`src/rtl/move_controller.sv`:
```
// rtl/move_controller.sv - turn-sequencing FSM driving one-hot board write enables
// Optional per-turn forfeit timer enabled by defining MOVE_TIMEOUT_EN.
module move_controller #(
    parameter int TIMEOUT_CYCLES = 1000000,
    parameter int TO_W           = 20
) (
    input  logic       clock,
    input  logic       reset,
    input  logic       play,
    input  logic       pc,
    input  logic [3:0] sel,
    input  logic [1:0] pos1,
    input  logic [1:0] pos2,
    input  logic [1:0] pos3,
    input  logic [1:0] pos4,
    input  logic [1:0] pos5,
    input  logic [1:0] pos6,
    input  logic [1:0] pos7,
    input  logic [1:0] pos8,
    input  logic [1:0] pos9,
    input  logic       win_detected,
    output logic [9:1] PL_en,
    output logic [9:1] PL2_en,
    output logic       illegal_move,
    output logic       turn,
    output logic [3:0] move_count,
    output logic       no_space,
    output logic       game_over,
    output logic       timeout
);

    typedef enum logic [2:0] {
        WAIT_P1   = 3'd0,
        WAIT_P2   = 3'd1,
        SETTLE_P1 = 3'd2,
        SETTLE_P2 = 3'd3,
        DONE      = 3'd4
    } state_t;

    state_t     state_q, state_d;
    logic       play_q, pc_q;
    logic [9:1] pl_en_q, pl_en_d;
    logic [9:1] pl2_en_q, pl2_en_d;
    logic       illegal_q, illegal_d;
    logic       turn_q, turn_d;
    logic [3:0] count_q, count_d;
    logic       no_space_q, no_space_d;
    logic       game_over_q, game_over_d;
    logic       timeout_q, timeout_d;

    logic [1:0] sel_pos;
    logic       sel_legal;
    logic [9:1] sel_onehot;
    logic       in_wait;
    logic       live;
    logic       cur_req;
    logic       expire;

    // Out-of-range selects decode to a non-empty code so they fail the same test.
    always_comb begin
        case (sel)
            4'd1:    sel_pos = pos1;
            4'd2:    sel_pos = pos2;
            4'd3:    sel_pos = pos3;
            4'd4:    sel_pos = pos4;
            4'd5:    sel_pos = pos5;
            4'd6:    sel_pos = pos6;
            4'd7:    sel_pos = pos7;
            4'd8:    sel_pos = pos8;
            4'd9:    sel_pos = pos9;
            default: sel_pos = 2'b11;
        endcase
    end

    assign sel_legal  = (sel_pos == 2'b00);
    assign sel_onehot = 9'b1 << (sel - 4'd1);
    assign in_wait    = (state_q == WAIT_P1) || (state_q == WAIT_P2);
    assign live       = in_wait && !win_detected;

    // Only the player whose turn it is can raise a request.
    always_comb begin
        case (state_q)
            WAIT_P1: cur_req = play & ~play_q;
            WAIT_P2: cur_req = pc & ~pc_q;
            default: cur_req = 1'b0;
        endcase
    end

`ifdef MOVE_TIMEOUT_EN
    logic [TO_W-1:0] to_cnt_q, to_cnt_d;

    assign expire = (to_cnt_q == TO_W'(TIMEOUT_CYCLES - 1));

    always_comb begin
        to_cnt_d = to_cnt_q;
        if (((state_d == WAIT_P1) || (state_d == WAIT_P2)) && (state_d != state_q))
            to_cnt_d = '0;
        else if (in_wait)
            to_cnt_d = to_cnt_q + 1'b1;
    end

    always_ff @(posedge clock) begin
        if (!reset) to_cnt_q <= '0;
        else        to_cnt_q <= to_cnt_d;
    end
`else
    assign expire = 1'b0;
`endif

    always_ff @(posedge clock) begin
        if (!reset) begin
            state_q     <= WAIT_P1;
            play_q      <= 1'b0;
            pc_q        <= 1'b0;
            pl_en_q     <= '0;
            pl2_en_q    <= '0;
            illegal_q   <= 1'b0;
            turn_q      <= 1'b0;
            count_q     <= 4'd0;
            no_space_q  <= 1'b0;
            game_over_q <= 1'b0;
            timeout_q   <= 1'b0;
        end else begin
            state_q     <= state_d;
            play_q      <= play;
            pc_q        <= pc;
            pl_en_q     <= pl_en_d;
            pl2_en_q    <= pl2_en_d;
            illegal_q   <= illegal_d;
            turn_q      <= turn_d;
            count_q     <= count_d;
            no_space_q  <= no_space_d;
            game_over_q <= game_over_d;
            timeout_q   <= timeout_d;
        end
    end

    always_comb begin
        state_d = state_q;
        case (state_q)
            WAIT_P1: begin
                if (win_detected)              state_d = DONE;
                else if (cur_req && sel_legal) state_d = SETTLE_P1;
                else if (!cur_req && expire)   state_d = WAIT_P2;
            end
            WAIT_P2: begin
                if (win_detected)              state_d = DONE;
                else if (cur_req && sel_legal) state_d = SETTLE_P2;
                else if (!cur_req && expire)   state_d = WAIT_P1;
            end
            SETTLE_P1: state_d = (win_detected || count_q == 4'd9) ? DONE : WAIT_P2;
            SETTLE_P2: state_d = (win_detected || count_q == 4'd9) ? DONE : WAIT_P1;
            default:   state_d = DONE;
        endcase
    end

    always_comb begin
        pl_en_d     = '0;
        pl2_en_d    = '0;
        illegal_d   = 1'b0;
        timeout_d   = 1'b0;
        turn_d      = turn_q;
        count_d     = count_q;
        game_over_d = game_over_q || (state_d == DONE);
        if (live && cur_req && sel_legal) begin
            if (state_q == WAIT_P1) pl_en_d  = sel_onehot;
            else                    pl2_en_d = sel_onehot;
            count_d = (count_q == 4'd9) ? count_q : count_q + 4'd1;
            turn_d  = ~turn_q;
        end else if (live && cur_req) begin
            illegal_d = 1'b1;
        end else if (live && expire) begin
            timeout_d = 1'b1;
            turn_d    = ~turn_q;
        end
        no_space_d = (count_d == 4'd9);
    end

    assign PL_en        = pl_en_q;
    assign PL2_en       = pl2_en_q;
    assign illegal_move = illegal_q;
    assign turn         = turn_q;
    assign move_count   = count_q;
    assign no_space     = no_space_q;
    assign game_over    = game_over_q;
    assign timeout      = timeout_q;

endmodule

```
`config.mk`:
```
export PLATFORM = sky130hd
export DESIGN_NAME = move_controller
export DESIGN_NICKNAME = d
export VERILOG_FILES = /design/src/rtl/move_controller.sv
export SDC_FILE = /design/constraint.sdc
export NUM_CORES = 1
export LEC_CHECK = 0
export ABC_AREA = 1
export CORE_MARGIN = 2
export CORE_UTILIZATION = 47
export CTS_CLUSTER_DIAMETER = 40
export DETAILED_ROUTE_END_ITERATION = 7
export PLACE_DENSITY = 0.85
export SYNTH_ARGS = -nofsm -noshare
export SYNTH_HDL_FRONTEND = slang
export SYNTH_SLANG_ARGS = --single-unit
```
`constraint.sdc`:
```
create_clock -name clock -period 2.8 [get_ports clock]
set_input_delay 0.7 -clock clock [delete_from_list [all_inputs] [get_ports clock]]
set_output_delay 0.7 -clock clock [all_outputs]
set_load 0.02 [all_outputs]
```
* Word-level counts from Yosys, hierarchy flattened
Index checks and enable logic that the tools add are counted.
** Storage, ports and cells
- ROM bits :: 0
- Bits in latches :: 0
- Bits in registers :: 31
- Memories kept :: 0
- Output and inout bits :: 27
- RAM bits :: 0
- Input bits :: 27
- Word-level logic and storage cells :: 60
** Cells by class
- Shifts and indexed selects :: 1
- Multipliers :: 0
- Magnitude comparators :: 0
- Div/mod/pow operators :: 0
- Eq/ne operators :: 15
- Muxes and demuxes :: 12
- Bitwise operators :: 7
- Reductions and logical operators :: 13
- $add $sub $neg :: 2
** Operators by type and width (count)
- $mux 3 :: 6
- $pmux 2 s9 :: 1
- $eq 4x3->1 const B :: 4
- $eq 4x4->1 const B :: 4
- $pmux 3 s4 :: 1
- $shl 1x4->9 const A :: 1
- $eq 4x2->1 const B :: 2
- $mux 4 :: 2
- $eq 3x2->1 const B :: 2
- $not 1->1 :: 5
- $add 4x1->4 const B :: 1
- $eq 4x1->1 const B :: 1
- $logic_and 1x1->1 :: 4
- $sub 4x1->4 const B :: 1
- $eq 3x1->1 const B :: 1
- $eq 3x3->1 const B :: 1
- $logic_not 3->1 :: 1
- $logic_or 1x1->1 :: 3
- $reduce_and 3->1 :: 1
- $reduce_or 3->1 :: 1
- $and 1x1->1 :: 2
- $logic_not 2->1 :: 1
- $pmux 1 s2 :: 1
- $reduce_or 2->1 :: 1
- other kinds (2) :: 2

* Longest topological paths before layout
Gate-level depths: netlist (run 1).
- Depth in word-level cells :: 9
- Mapped depth :: 13

* Worst setup path after synthesis (run 1)
No wires, ideal clock.
- Path type :: input to register
- Start point :: in sel[2]
- End point :: reg no_space_q, in the netlist no_space
- Data required time :: 2736 ps
- Stages on the path :: 13
- Path buffers :: 0
- Slack :: 1006 ps
- Data arrival time :: 1730 ps
- Cell sequence :: inv_1 nor2_2 nand2_1 nor2_1 nor2_1 nand2_1 nor2_2 nand3_1 nand2_1 inv_2 nor2_4 nand2_1 nor2_1
** Between the ends
- Cells in the longest elaborated chain, start to end :: 6
- Elaborated cells on any way between the ends :: 14
** Ends and longest elaborated chain
- start: declaration :: RTL line 11 : input logic [3:0] sel,
- $eq 4x4->1, or another cell as far along :: RTL line 61 : case (sel)
- $pmux 2 s9 (*) :: RTL line 61
- $logic_not 2->1 (*) :: RTL line 75 : assign sel_legal = (sel_pos == 2'b00);
- $logic_and 1x1->1 (*) :: RTL line 165 : if (live && cur_req && sel_legal) begin
- $mux 4 (*) :: RTL line 165
- $eq 4x4->1 (*) :: RTL line 176 : no_space_d = (count_d == 4'd9);
- end signal: assignment :: RTL line 132 : no_space_q <= no_space_d;
- end: declaration :: RTL line 47 : logic no_space_q, no_space_d;
Every way passes the cells marked *; elsewhere a longest branch is shown, timed or not.
A chain may end at the register's enable or synchronous reset.

* Final worst setup path (run 1)
- Start point :: in sel[2]
- End point :: reg pl2_en_q (netlist bit PL2_en[2])
** Between the ends
- Cells in the longest elaborated chain, start to end :: 6
- Elaborated cells on any way between the ends :: 16
** Ends and longest elaborated chain
- $eq 4x4->1, or another cell as far along :: RTL line 61
- $pmux 2 s9 :: RTL line 61
- $logic_not 2->1 :: RTL line 75
- $logic_and 1x1->1 :: RTL line 165
- $not 1->1 (no source line)
- $reduce_or 3->1 (no source line)
- end signal: assignment :: RTL line 128 : pl2_en_q <= pl2_en_d;
- end: declaration :: RTL line 43 : logic [9:1] pl2_en_q, pl2_en_d;
Parallel ways exist; a longest one is shown, timed or not.

==> results_dict.tcl, run 1 <==
set metrics [dict create \
    status "complete, no violations" \
    finalHoldViolations 0 \
    p_int_w 0.000627 \
    nets 291 \
    path_class "in2reg" \
    area_growth_pct 41.8 \
    crit_required_ns 3.02 \
    seq_power_share_pct 53.2 \
    syn_area_per_cell_um2 6.99 \
    gp_congestion 0.900 \
    cp.arrival_ns 2.51 \
    wirelength_um 3350 \
    ff_latch_area_um2 621 \
    path_clk_slew_ns 0.09 \
    cts_tree "done" \
    insertion_delay_ns 0.33 \
    startpoint_type "input pin" \
    numCtsBuffers 5 \
    yosysWarningCount 0 \
    die_y_um 59.2 \
    fmax_mhz 436 \
    dr.pass1.iters 4 \
    reg2reg_slack_ns 1.04 \
    cts.repair.resized 0 \
    vias 1436 \
    layout_commonest_cell "clkdlybuf4s50_1" \
    portBuffers 52 \
    h-tree-depth 2 \
    hp-class "reg2reg" \
    cap_violations 0 \
    drc 0 \
    rr_startpoint "state_q[1]" \
    avgViaCountPerCell 4.87 \
    mostFrequentLayoutCells "52 x clkdlybuf4s50_1, 49 x nand2_1, 39 x nor2_1" \
    synth_area_leaders "dfxtp_1 43%, nand2_1 13%, nor2_1 10%, nand3_1 8.0%, inv_1 6.5%" \
    crit_end "PL2_en[2]" \
    drtIter0Drc 53 \
    p_per_area_nw_per_um2 419 \
    rsz0062_at_grt "false" \
    crit_fanout 9 \
    pwr-share-clk_pct 30.9 \
    multi_input_area_um2 693 \
    num_antenna_cells 0 \
    wire_per_inst_um 11.4 \
    ys_seq_area_share_pct 43.3 \
    fp-row-count 20 \
    cp-startpoint "sel[2]" \
    fillers 263 \
    p_leak_nw 0.891 \
    start_util_pct 48.2 \
    clockBufferDepth 2 \
    switching_share_pct 26.4 \
    antenna_found_initial 0 \
    die_w_um 59.2 \
    setup_viol_count_final 0 \
    slew_viol_final 0 \
    crit_path_end_kind "register" \
    p_sw_w 0.000225 \
    cts.sinks 31 \
    reg2reg_to "PL2_en[4]" \
    cts_hold_buf 0 \
    dieArea_um2 3510 \
    skew_ns 0.0112 \
    cts_root_buffer "clkbuf_4" \
    pwr-share-comb_pct 15.9 \
    finalCritPeriodShare_pct 81.9 \
    drive_gt1_share_pct 8.02 \
    dp_hpwl_um 2610 \
    synth_top_area_cell "dfxtp_1" \
    grt_util_all_layers_pct 20.2 \
    vdd_ir_drop_max_mv 0.261 \
    synth-seq-cells 31 \
    grt_pass1_vias 1265 \
    cts_setup_buffers 0 \
    syn_area_um2 1430 \
    period_needed_ns 2.29 \
    ys_types 22 \
    netlist_instances 205 \
    synth_nets 234 \
    core_area_um2 2980 \
    ant_nets 0 \
    grt-ovfl-total 0 \
    synth_top_area_share_pct 43.3 \
    grt_pass1_wl_um 5240 \
    ios 54 \
    hold_path_depth 2 \
    grt_max_degree 10 \
    r2r_cells 9 \
    hold-worst-slack_ns 0.477 \
    finalSetupTns_ns 0 \
]
## state kept, by name, summed over array words and instances, names as in the netlist
| signal | cells |
|---|---|
| state_q | 3 |
| move_count | 4 |
| play_q | 1 |
| turn | 1 |
| illegal_move | 1 |
| game_over | 1 |
| PL2_en | 9 |
| no_space | 1 |
| PL_en | 9 |
| pc_q | 1 |
## metrics by stage
step	worst slack (ns)	total power, W	util [%]	instance area, um2	std cells
after floorplan	1.01	0.000536	-	1430	205
after global placement	0.193	0.000597	66.4	1980	288
after detailed placement	0.166	0.000598	66.4	1980	288
after CTS	0.528	0.000858	68.3	2030	295
after global routing	0.358	0.000889	68.3	2030	295
final	0.505	0.000852	68.3	2030	295
## power groups by stage
stage | clock network [W] | logic [W] | registers (W)
after floorplan | 0 | 0.0000676 | 0.000469
after global placement | 0 | 0.000133 | 0.000463
after detailed placement | 0 | 0.000134 | 0.000464
after CTS | 0.000269 | 0.000135 | 0.000453
after global routing | 0.000286 | 0.000149 | 0.000454
final | 0.000263 | 0.000136 | 0.000453
## worst min path at each step
stage | start | end
2_1_floorplan | state_q[1] | state_q[0]
3_3_place_gp | game_over | game_over
3_5_place_dp | game_over | game_over
4_1_cts | game_over | game_over
5_1_grt | turn | turn
6_report | game_over | game_over
## logic make-up after synthesis
family | Yosys count | share of synthesized area (%)
AO/OA/AOI/OAI | 10 | 3.75
AND/OR/NAND/NOR | 131 | 41.9
multiplexers | 1 | 0.698
flip-flops | 31 | 43.3
other | 1 | 0.262
buffers and inverters | 29 | 8.38
adder cells (fa/ha/maj) | 2 | 1.74
## cell usage after synthesis, drive strengths merged
master / number
nand3b: 1
nor2: 47
nand3: 25
nor3: 1
dfxtp: 31
nand4: 7
inv: 27
o21ai: 7
clkdlybuf4s50: 1
buf: 1
nand2: 50
a21oi: 3
ha: 2
conb: 1
mux2i: 1
## routing by layer
metal | vias up | wire (um) | GRT usage (%) | share of wire, %
met2 | 47 | 1630 | 35.0 | 49
met4 | 0 | 63 | 9.74 | 1.9
met3 | 5 | 225 | 6.55 | 6.7
li1 | 756 | - | - | -
met1 | 628 | 1430 | 22.0 | 43
met5 | - | 0 | 0 | 0
## worst max-delay path, cell delays in order
cell and delay [ns]:
clkdlybuf4s50_1 0.55, inv_1 0.07, nor2_2 0.28, nand2_1 0.16, nor2_1 0.14, nor2_1 0.06, nand2_1 0.07, nor2_2 0.08
nand3_2 0.10, inv_2 0.07, nand2_2 0.17, nor2_1 0.06
## area by class of cell
| class | instances | area share, % |
|---|---|---|
| clock buffers | 6 | 2.52 |
| multi-input cells | 145 | 34.1 |
| inverters | 27 | 4.98 |
| repair buffers | 52 | 25.6 |
| well taps | 33 | 2.03 |
| flip-flops and latches | 31 | 30.5 |
| clock inverters | 1 | 0.246 |
(Power assumes the default switching activity.)
==> run 2: changes to the inputs <==
Settings changed: CORE_UTILIZATION 47 to 43, PLACE_DENSITY 0.85 to 0.78.
Clock period 2.8 ns to 2.19 ns, I/O delays scaled along.
==> results_dict.tcl, run 2 (synthesis gave the netlist of run 1 again) <==
set metrics [dict create \
    status "complete, no violations" \
    cap_violations 0 \
    finalHoldViolations 0 \
    dp_hpwl_um 2840 \
    avgViaCountPerCell 4.61 \
    skew_ns 0.0101 \
    insertion_delay_ns 0.34 \
    portBuffers 52 \
    finalCritPeriodShare_pct 89.4 \
    crit_fanout 5 \
    slowest_delay_ns 0.64 \
    fp-row-count 20 \
    vdd_ir_drop_max_mv 0.388 \
    clockBufferDepth 2 \
    ios 54 \
    cp.arrival_ns 1.41 \
    fmax_mhz 511 \
    cp_cell_sequence "clkdlybuf4s50_1" \
    rr_startpoint "state_q[0]" \
    crit_family "buffers and inverters" \
    grt-ovfl-total 0 \
    rsz0062_at_grt "false" \
    layout_commonest_cell "nand2_1" \
    drive_gt1_share_pct 13.6 \
    final_core_util_pct 71.3 \
    gp_congestion 0.868 \
    p_leak_nw 1.02 \
    crit_path_end_kind "output port" \
    dieArea_um2 3810 \
    worst-path-buf-inv 1 \
    grt_pass1_vias 1454 \
    startpoint_type "register" \
    ff_latch_area_um2 621 \
    hp-class "reg2reg" \
    cts_tree "done" \
    mostFrequentLayoutCells "49 x nand2_1, 48 x clkdlybuf4s50_1, 39 x nor2_1" \
    grt_use_met3_pct 5.18 \
    area_growth_pct 54.3 \
    min-delay-start "game_over" \
    dr.pass1.iters 4 \
    antenna_found_initial 0 \
    use_met2_pct 32.9 \
    p_per_area_nw_per_um2 561 \
    wirelength_um 3600 \
    multi_input_area_um2 698 \
    grt_util_all_layers_pct 21.9 \
    h-tree-depth 2 \
    crit_required_ns 1.64 \
    drc 0 \
    cp-startpoint "move_count[0]" \
    setup_slack_ns 0.232 \
    top_usage_layer "met2" \
    path_clk_slew_ns 0.10 \
    slew_viol_final 0 \
    drtIter0Drc 46 \
    met1_usage_pct 30.1 \
    core_area_um2 3100 \
    cpMaxStageDelayCell "clkdlybuf4s50_1" \
    cts_root_buffer "clkbuf_4" \
    wire_per_inst_um 11.1 \
    pre_cts_ws_ns -0.295 \
    grt_max_degree 11 \
    nets 307 \
    hold-worst-slack_ns 0.473 \
    cts_hold_buf 0 \
    start_util_pct 46.2 \
    path_class "reg2out" \
    die_w_um 61.7 \
    ant_nets 0 \
    fillers 288 \
    cts.sinks 31 \
    period_needed_ns 1.96 \
    grt_pass1_wl_um 6120 \
    num_antenna_cells 0 \
    die_y_um 61.7 \
    numCtsBuffers 5 \
    vias 1489 \
    finalSetupTns_ns 0 \
    setup_viol_count_final 0 \
]
## run 2: cell count changes in the layout (fill, tap and decap cells not counted)
cell | before | now
bufinv_16 | 0 | 1
nor2_4 | 3 | 4
dlymetal6s2s_1 | 0 | 4
nor2_2 | 5 | 4
buf_4 | 0 | 16
clkdlybuf4s50_1 | 52 | 48
## run 2: layout make-up
type / count / share of cell area (%)
Sequential cell: 31 / 28.1
Tap cell: 44 / 2.49
Timing Repair Buffer: 68 / 29.4
Clock buffer: 6 / 2.32
Clock inverter: 2 / 1.58
Multi-Input combinational cell: 145 / 31.6
Inverter: 27 / 4.58
## run 2: path summary, 6_finish.rpt
path	cells past startpoint	endpoint	slack, ns
max	1	move_count[0]	0.23
min	2	game_over	0.47
max reg2reg	9	PL2_en[8]	0.58
min reg2reg	2	game_over	0.47
## run 2: per-stage QoR
stage          area, um2  power, W  cells
2_1_floorplan       1430  0.000685    205
3_3_place_gp        2100  0.000781    313
3_5_place_dp        2100  0.000782    313
4_1_cts             2180   0.00125    321
5_1_grt             2210   0.00131    323
6_report            2210   0.00124    323
## run 2: routing by layer
metal / wire length [um] / vias up
met1: 1700 / 647
met4: 57 / 0
li1: - / 787
met3: 215 / 6
met2: 1630 / 49
met5: 0 / -
## run 2: timing repair
item,in CTS,in global routing
setup endpoints to repair,0,20
resized for setup,0,5
buffers inserted,0,2
## run 2: where the power goes
part / switching [W] / internal (W)
Clock: 0.000195 / 0.000270
Sequential: 0.00000619 / 0.000573
Combinational: 0.0000995 / 0.0000984
==> run 3: changes to the inputs <==
Settings changed: CAP_MARGIN set to 20.
==> results of run 3 <==
Same layout as run 2: the final DEF is identical, and so are final timing and power.
